**config.mk**
```make
export PLATFORM = sky130hd
export DESIGN_NAME = ysyx_23060111_lsu
export DESIGN_NICKNAME = d
export VERILOG_FILES = /design/src/rtl/ysyx_23060111_lsu.sv
export SDC_FILE = /design/constraint.sdc
export NUM_CORES = 1
export LEC_CHECK = 0
export BUFFER_PORTS_ARGS = -buffer_cell sky130_fd_sc_hd__buf_2
export CORE_AREA = 2 2 118 120
export CTS_CLUSTER_SIZE = 8
export DETAILED_ROUTE_END_ITERATION = 16
export DIE_AREA = 0 0 120 122
export GPL_TIMING_DRIVEN = 1
export PLACE_DENSITY = 0.78
export SETUP_SLACK_MARGIN = 0.02
export SYNTH_ARGS = -nofsm -noshare
export SYNTH_HDL_FRONTEND = slang
export SYNTH_SLANG_ARGS = --single-unit
```
**constraint.sdc**
```tcl
create_clock -name clk -period 3.5 [get_ports clk]
set_input_delay 0 -clock clk [delete_from_list [all_inputs] [get_ports clk]]
set_output_delay 0 -clock clk [all_outputs]
set_load 0.02 [all_outputs]
```
**src/rtl/ysyx_23060111_lsu.sv**
```systemverilog
// Load/store unit: one outstanding access, valid/ready in and out, DPI-style memory port.
// Optional LSU_ALIGN_CHECK_EN flags misaligned/unsupported requests instead of truncating them.
module ysyx_23060111_lsu #(
    parameter int unsigned MEM_LAT = 0
) (
    input  logic        clk,
    input  logic        rst,
    input  logic        in_valid,
    output logic        in_ready,
    input  logic        in_wr,
    input  logic [2:0]  in_funct3,
    input  logic [31:0] in_addr,
    input  logic [31:0] in_wdata,
    output logic        out_valid,
    input  logic        out_ready,
    output logic [31:0] out_rdata,
    output logic        out_err,
    output logic [31:0] m_raddr,
    output logic [31:0] m_rmask,
    output logic        m_ren,
    input  logic [31:0] m_rdata,
    output logic [31:0] m_waddr,
    output logic [31:0] m_wdata,
    output logic [31:0] m_wmask,
    output logic        m_wen
);

    localparam int unsigned CNT_W  = 4;
    localparam int unsigned XLEN   = 32;
    localparam int unsigned WADR_W = 30;

    typedef enum logic [1:0] {
        IDLE   = 2'd0,
        ACCESS = 2'd1,
        RESP   = 2'd2
    } state_t;

    typedef enum logic [1:0] {
        SZ_B = 2'd0,
        SZ_H = 2'd1,
        SZ_W = 2'd2
    } size_t;

    state_t state, state_next;

    logic              wr_q;
    size_t             size_q;
    logic              sext_q;
    logic [1:0]        off_q;
    logic [WADR_W-1:0] addr_q;
    logic [XLEN-1:0]   wdata_q;
    logic [CNT_W-1:0]  cnt_q;

    size_t             req_size;
    logic              req_sext;
    logic [1:0]        req_off;
    logic              req_err;
`ifdef LSU_ALIGN_CHECK_EN
    logic              req_legal;
`endif

    logic              last_beat;
    logic [3:0]        lane;
    logic [XLEN-1:0]   rshift;
    logic [XLEN-1:0]   load_data;

    assign last_beat = (cnt_q == '0);

    // Request decode: access size, extension and effective lane offset.
    always_comb begin
        req_size = SZ_W;
        req_sext = 1'b0;
        case (in_funct3)
            3'b000: begin
                req_size = SZ_B;
                req_sext = !in_wr;
            end
            3'b001: begin
                req_size = SZ_H;
                req_sext = !in_wr;
            end
            3'b100: if (!in_wr) req_size = SZ_B;
            3'b101: if (!in_wr) req_size = SZ_H;
            default: req_size = SZ_W;
        endcase

        case (req_size)
            SZ_B:    req_off = in_addr[1:0];
            SZ_H:    req_off = {in_addr[1], 1'b0};
            default: req_off = 2'b00;
        endcase

`ifdef LSU_ALIGN_CHECK_EN
        req_legal = in_wr ? (in_funct3 <= 3'b010)
                          : !((in_funct3 == 3'b011) || (in_funct3[2:1] == 2'b11));
        // Misaligned exactly when natural-alignment truncation would move the offset.
        req_err   = !req_legal || (req_off != in_addr[1:0]);
`else
        req_err   = 1'b0;
`endif
    end

    // Byte-lane mask and read-data alignment/extension for the held request.
    always_comb begin
        case (size_q)
            SZ_B:    lane = 4'(4'b0001 << off_q);
            SZ_H:    lane = 4'(4'b0011 << off_q);
            default: lane = 4'b1111;
        endcase

        rshift = m_rdata >> {off_q, 3'b000};

        case (size_q)
            SZ_B:    load_data = {{24{sext_q & rshift[7]}}, rshift[7:0]};
            SZ_H:    load_data = {{16{sext_q & rshift[15]}}, rshift[15:0]};
            default: load_data = rshift;
        endcase
    end

    always_ff @(posedge clk) begin
        if (rst) state <= IDLE;
        else     state <= state_next;
    end

    // Next state plus the handshake and memory-port strobes.
    always_comb begin
        state_next = state;
        in_ready   = 1'b0;
        m_ren      = 1'b0;
        m_wen      = 1'b0;
        m_raddr    = '0;
        m_rmask    = '0;
        m_waddr    = '0;
        m_wdata    = '0;
        m_wmask    = '0;
        case (state)
            IDLE: begin
                in_ready = !rst;
                if (in_valid) state_next = req_err ? RESP : ACCESS;
            end
            ACCESS: begin
                if (wr_q) begin
                    m_waddr = {addr_q, 2'b00};
                    m_wdata = wdata_q << {off_q, 3'b000};
                    m_wmask = {28'b0, lane};
                    m_wen   = last_beat && !rst;
                end else begin
                    m_raddr = {addr_q, 2'b00};
                    m_rmask = {28'b0, lane};
                    m_ren   = !rst;
                end
                if (last_beat) state_next = RESP;
            end
            RESP: begin
                if (out_ready) state_next = IDLE;
            end
            default: state_next = IDLE;
        endcase
    end

    // Request capture, wait counter and registered response.
    always_ff @(posedge clk) begin
        if (rst) begin
            wr_q      <= 1'b0;
            size_q    <= SZ_W;
            sext_q    <= 1'b0;
            off_q     <= 2'b00;
            addr_q    <= '0;
            wdata_q   <= '0;
            cnt_q     <= '0;
            out_valid <= 1'b0;
            out_rdata <= '0;
            out_err   <= 1'b0;
        end else begin
            case (state)
                IDLE: begin
                    if (in_valid) begin
                        wr_q      <= in_wr;
                        size_q    <= req_size;
                        sext_q    <= req_sext;
                        off_q     <= req_off;
                        addr_q    <= in_addr[31:2];
                        wdata_q   <= in_wdata;
                        cnt_q     <= CNT_W'(MEM_LAT);
                        out_err   <= req_err;
                        out_rdata <= '0;
                        out_valid <= req_err;
                    end
                end
                ACCESS: begin
                    if (last_beat) begin
                        out_rdata <= wr_q ? '0 : load_data;
                        out_valid <= 1'b1;
                    end else begin
                        cnt_q <= cnt_q - CNT_W'(1);
                    end
                end
                RESP: begin
                    if (out_ready) out_valid <= 1'b0;
                end
                default: out_valid <= 1'b0;
            endcase
        end
    end

endmodule
```
* Word level (Yosys, flattened, before mapping)
Index checks and enable logic that the tools add are counted.
Cells by class: bitwise gates (word level) 2, reduce and logical (&&, ||, !) cells 14, add/sub/neg operators 1, equality and inequality tests 11, mux-type cells 37, shifts and indexed selects 4
Operator list (number):
- two-way mux 32 bit | 9
- case mux 32 bit (2 select lines) | 2
- << shifter 32 x 5 -> 32 bit | 1
- right shift 32 x 5 -> 32 bit | 1
- two-way mux 4 bit | 6
- case mux 4 bit (2 select lines) | 2
- two-way mux 2 bit | 5
- two-way mux 1 bit | 9
- AND reduction 3 bit | 3
- inequality test 2 bit, second input constant | 4
- case mux 2 bit (4 select lines) | 1
- == test 2 x 1 -> 1 bit, second input constant | 3
- == test 3 bit, second input constant | 2
- logical NOT 2 bit | 3
- case mux 2 bit (3 select lines) | 1
- logical NOT 4 bit | 1
- case mux 2 bit (2 select lines) | 1
- << shifter 1 x 2 -> 4 bit, first input constant | 1
- << shifter 2 x 2 -> 4 bit, first input constant | 1
- subtractor 4 x 1 -> 4 bit, second input constant | 1
- == test 3 x 1 -> 1 bit, second input constant | 1
- logical NOT 3 bit | 1
- case mux 1 bit (3 select lines) | 1
- AND 1 bit | 2
- 6 further kinds | 7
Storage, ports and cells: output and inout bits 197, register bits after elaboration 107

* Depth between registers and ports, before layout
depth after elaboration 6, mapped depth 7, depth with buffers taken out 6

* Worst setup path after synthesis
OpenSTA, ideal clock, no wires.
path kind register to register, start point register cnt_q[0], end point register out_rdata[16], data arrival time 1.735 ns, cell stages (with the launch flop) 8, data required time 3.441 ns, setup slack 1.706 ns, cell sequence dfxtp_1 -> inv_1 -> ha_1 -> or3b_2 -> clkbuf_1 -> nor3_4 -> o21a_4 -> a22o_1
Between the ends: cells in the longest elaborated chain, start to end 3
RTL lines:
- start: declaration | line 52 | logic [CNT_W-1:0] cnt_q;
- start signal: assignment | line 184 | cnt_q <= CNT_W'(MEM_LAT);
- start signal: assignment | line 195 | cnt_q <= cnt_q - CNT_W'(1);
- logical NOT 4 bit | line 67 | assign last_beat = (cnt_q == '0);
- inequality test 2 bit (no line)
- AND reduction 3 bit (no line)
- end signal: assignment | line 192 | out_rdata <= wr_q ? '0 : load_data;
- end: declaration | line 16 | output logic [31:0] out_rdata,
Every way passes these cells. A chain may end at the register's enable or synchronous reset.

* Final worst setup path
start point register state[0], end point register size_q[1]
Between the ends: cells in the longest elaborated chain, start to end 2
RTL lines:
- start: declaration | line 44 | state_t state, state_next;
- start signal: assignment | line 122 | else state <= state_next;
- logical NOT 2 bit | line 175 | case (state)
- AND reduction 2 bit (no line)
- end signal: assignment | line 179 | size_q <= req_size;
- end: declaration | line 47 | size_t size_q;
Every way passes these cells.

==> flow_summary.toml <==
[global_route]
grt_pass1_wl_um = 28300
overflow = 0
grt_use_total_pct = 24.5
antenna_found_initial = 0
grt_pass1_vias = 5317
grt_start_max_net_pins = 46

[placed_design]
dp_cells = 1104
globalplace.congestion = 0.921
hpwl_um = 12800
portBuffers = 239

[critical_path]
path_cells = "or3b_2 -> a2111oi_2 -> dlygate4sd3_1 -> nor2_1"
cp.arrival_ns = 2.72
crit_path_start_kind = "flip-flop"
critPathMaxStageDelay_ns = 0.79
cp_max_fo = 30
cp_data_required_time_ns = 3.74
end_kind = "flip-flop"
worst-path-buf-inv = 1
slowest_stage = "or3b_2"
critPathKind = "reg2reg"
cp_top_family = "simple AND/OR/NAND/NOR gates"

[clocking]
h-tree-depth = 3
post_cts_resized = 0
worstSkewPairLatency_ns = 0.35
clock-root-buffer = "clkbuf_16"
post-cts-setup-buffers = 0
holdBufCountCts = 75
clock_sinks = 107
cts_tree = "built"
cts_buffers = 9
max-clock-path-buffers = 2
clk_pin_slew_ns = 0.07

[power_and_ir_drop]
ir_drop_mv = 0.248
p_leak_uw = 0.00371
power_density_nw_per_um2 = 377

[timing]
maxSlewViolCount = 0
setup_viol = 0
grt_setup_unrepaired = "false"
hold_viol = 0
fmax_ghz = 0.404
fin_crit_ns = 2.48
worst_pin_slew_ns = 0.853
timing.final.crit_share_pct = 70.7
whs_ns = 0.00225
final.setup_skew_ns = 0.00711
max-slew-margin-rel_pct = 43.1
setup_tns_ns = 0

[cells_and_area]
drive_above_1_share_pct = 28.2
layout.nets = 1116
syn2layout_area_growth_pct = 35.8
layout_common_cells = "buf_2, nand2_1, dfxtp_1"
fin_cells = 1195
final_common_cell = "buf_2"
n_antenna_cell = 0

[yosys]
yosysWarnings = 0
ys_ff_latch = 107
syn_area_um2 = 5840
synthCells = 735
synth_edf_count = 0
ys_types = 41
async_flop_share_pct = 0
ys.flop_type = "dfxtp_1"
ys_seq_area_share_pct = 36.7
syn_avg_cell_area_um2 = 7.94

[floorplanning]
rows = 43
core_um2 = 13500
start_util_pct = 43.2
design.die.area_um2 = 14600
die_w_um = 120
die_y_um = 122
io-pin-count = 301

[route]
drt_iter0_drc = 453
drc = 0
drt-total-wl_um = 18700
viasPerCell = 5.01
final_antenna_net_count = 0
routedWlPerCell_um = 15.7
firstDrtPassIters = 5
vias = 5989

[run_status]
status = "complete, no violations"

[hold_path]
hp-class = "in2reg"

[flow_run]
cap_violations = 0
-- cell families after synthesis --
group	after synthesis	share of synthesized area, %
XOR/XNOR	3	0.450
buffers and inverters	122	12.1
other	1	0.0643
multiplexers	44	7.98
AND/OR/NAND/NOR	289	23.4
adder cells (fa/ha/maj)	2	0.429
AO/OA/AOI/OAI	167	18.9
flip-flops	107	36.7
-- report_power, final --
| group | leakage [uW] | internal (uW) | switching [uW] |
|---|---|---|---|
| combinational | 0.00268 | 225 | 338 |
| sequential | 0.000876 | 1290 | 63.5 |
| clock | 0.000152 | 597 | 473 |
-- area by class of cell --
type / count / area, um2
Timing Repair Buffer: 322 / 2010
Tap cell: 180 / 225
Multi-Input combinational cell: 566 / 3220
Inverter: 4 / 15.0
Clock buffer: 11 / 253
Clock inverter: 5 / 60.1
Sequential cell: 107 / 2140
Fill cell: 1216 / 5580
-- layer usage --
layer	global-route usage, %	share of wire [%]
met2	41.4	49
met3	4.96	7.7
met1	30.7	41
met4	9.85	2.5
met5	0	0
-- worst paths after layout --
check | endpoint | slack, ns | depth (start not counted) | start
hold reg to reg | wdata_q[24] | 0.46 | 2 | wdata_q[24]
setup / recovery | size_q[1] | 1.02 | 4 | state[0]
hold / removal | out_rdata[8] | 0.002 | 3 | m_rdata[16]
setup reg to reg | size_q[1] | 1.02 | 4 | state[0]
-- stage by stage --
step	cell area (um2)	worst slack, ns	power (uW)	utilization, %
finish	7920	1.02	2980	58.7
global route	7920	0.812	3110	58.7
CTS	7920	1.01	2990	58.7
detailed placement	6860	1.18	1870	50.8
global placement	6860	1.23	1860	50.8
floorplan	6060	1.71	1750	-
-- registers in the layout, indices dropped and copies added, names as in the netlist --
name,cells
out_rdata,32
size_q,2
sext_q,1
addr_q,30
wr_q,1
out_valid,1
cnt_q,4
wdata_q,32
state,2
off_q,2
-- worst reg2reg max path, cell delays in order (launching register included) --
cell	delay [ns]
dfxtp_1	0.40
or3b_2	0.79
a2111oi_2	0.51
dlygate4sd3_1	0.63
nor2_1	0.04
-- synth_stat cells, types with 3 or more instances --
| library cell | n | area share (%) |
|---|---|---|
| nand2_1 | 136 | 8.7 |
| dfxtp_1 | 107 | 37 |
| a21oi_1 | 77 | 6.6 |
| and2_1 | 69 | 7.4 |
| buf_4 | 62 | 8.0 |
| nor2_1 | 49 | 3.2 |
| clkbuf_1 | 38 | 2.4 |
| mux2i_1 | 33 | 5.7 |
| a22o_1 | 18 | 2.7 |
| a211oi_1 | 16 | 2.1 |
| o21ai_0 | 16 | 1.4 |
| o2bb2ai_1 | 16 | 2.4 |
| buf_2 | 12 | 1.0 |
| nor2b_1 | 12 | 1.3 |
| mux2_2 | 10 | 1.9 |
| a21boi_0 | 8 | 1.0 |
| a221oi_1 | 8 | 1.2 |
| buf_1 | 6 | 0.39 |
| nor3_1 | 6 | 0.51 |
| inv_1 | 4 | 0.26 |
| nand2b_1 | 3 | 0.32 |
| nor3b_1 | 3 | 0.39 |
| xor2_1 | 3 | 0.45 |
(Power assumes the default switching activity.)
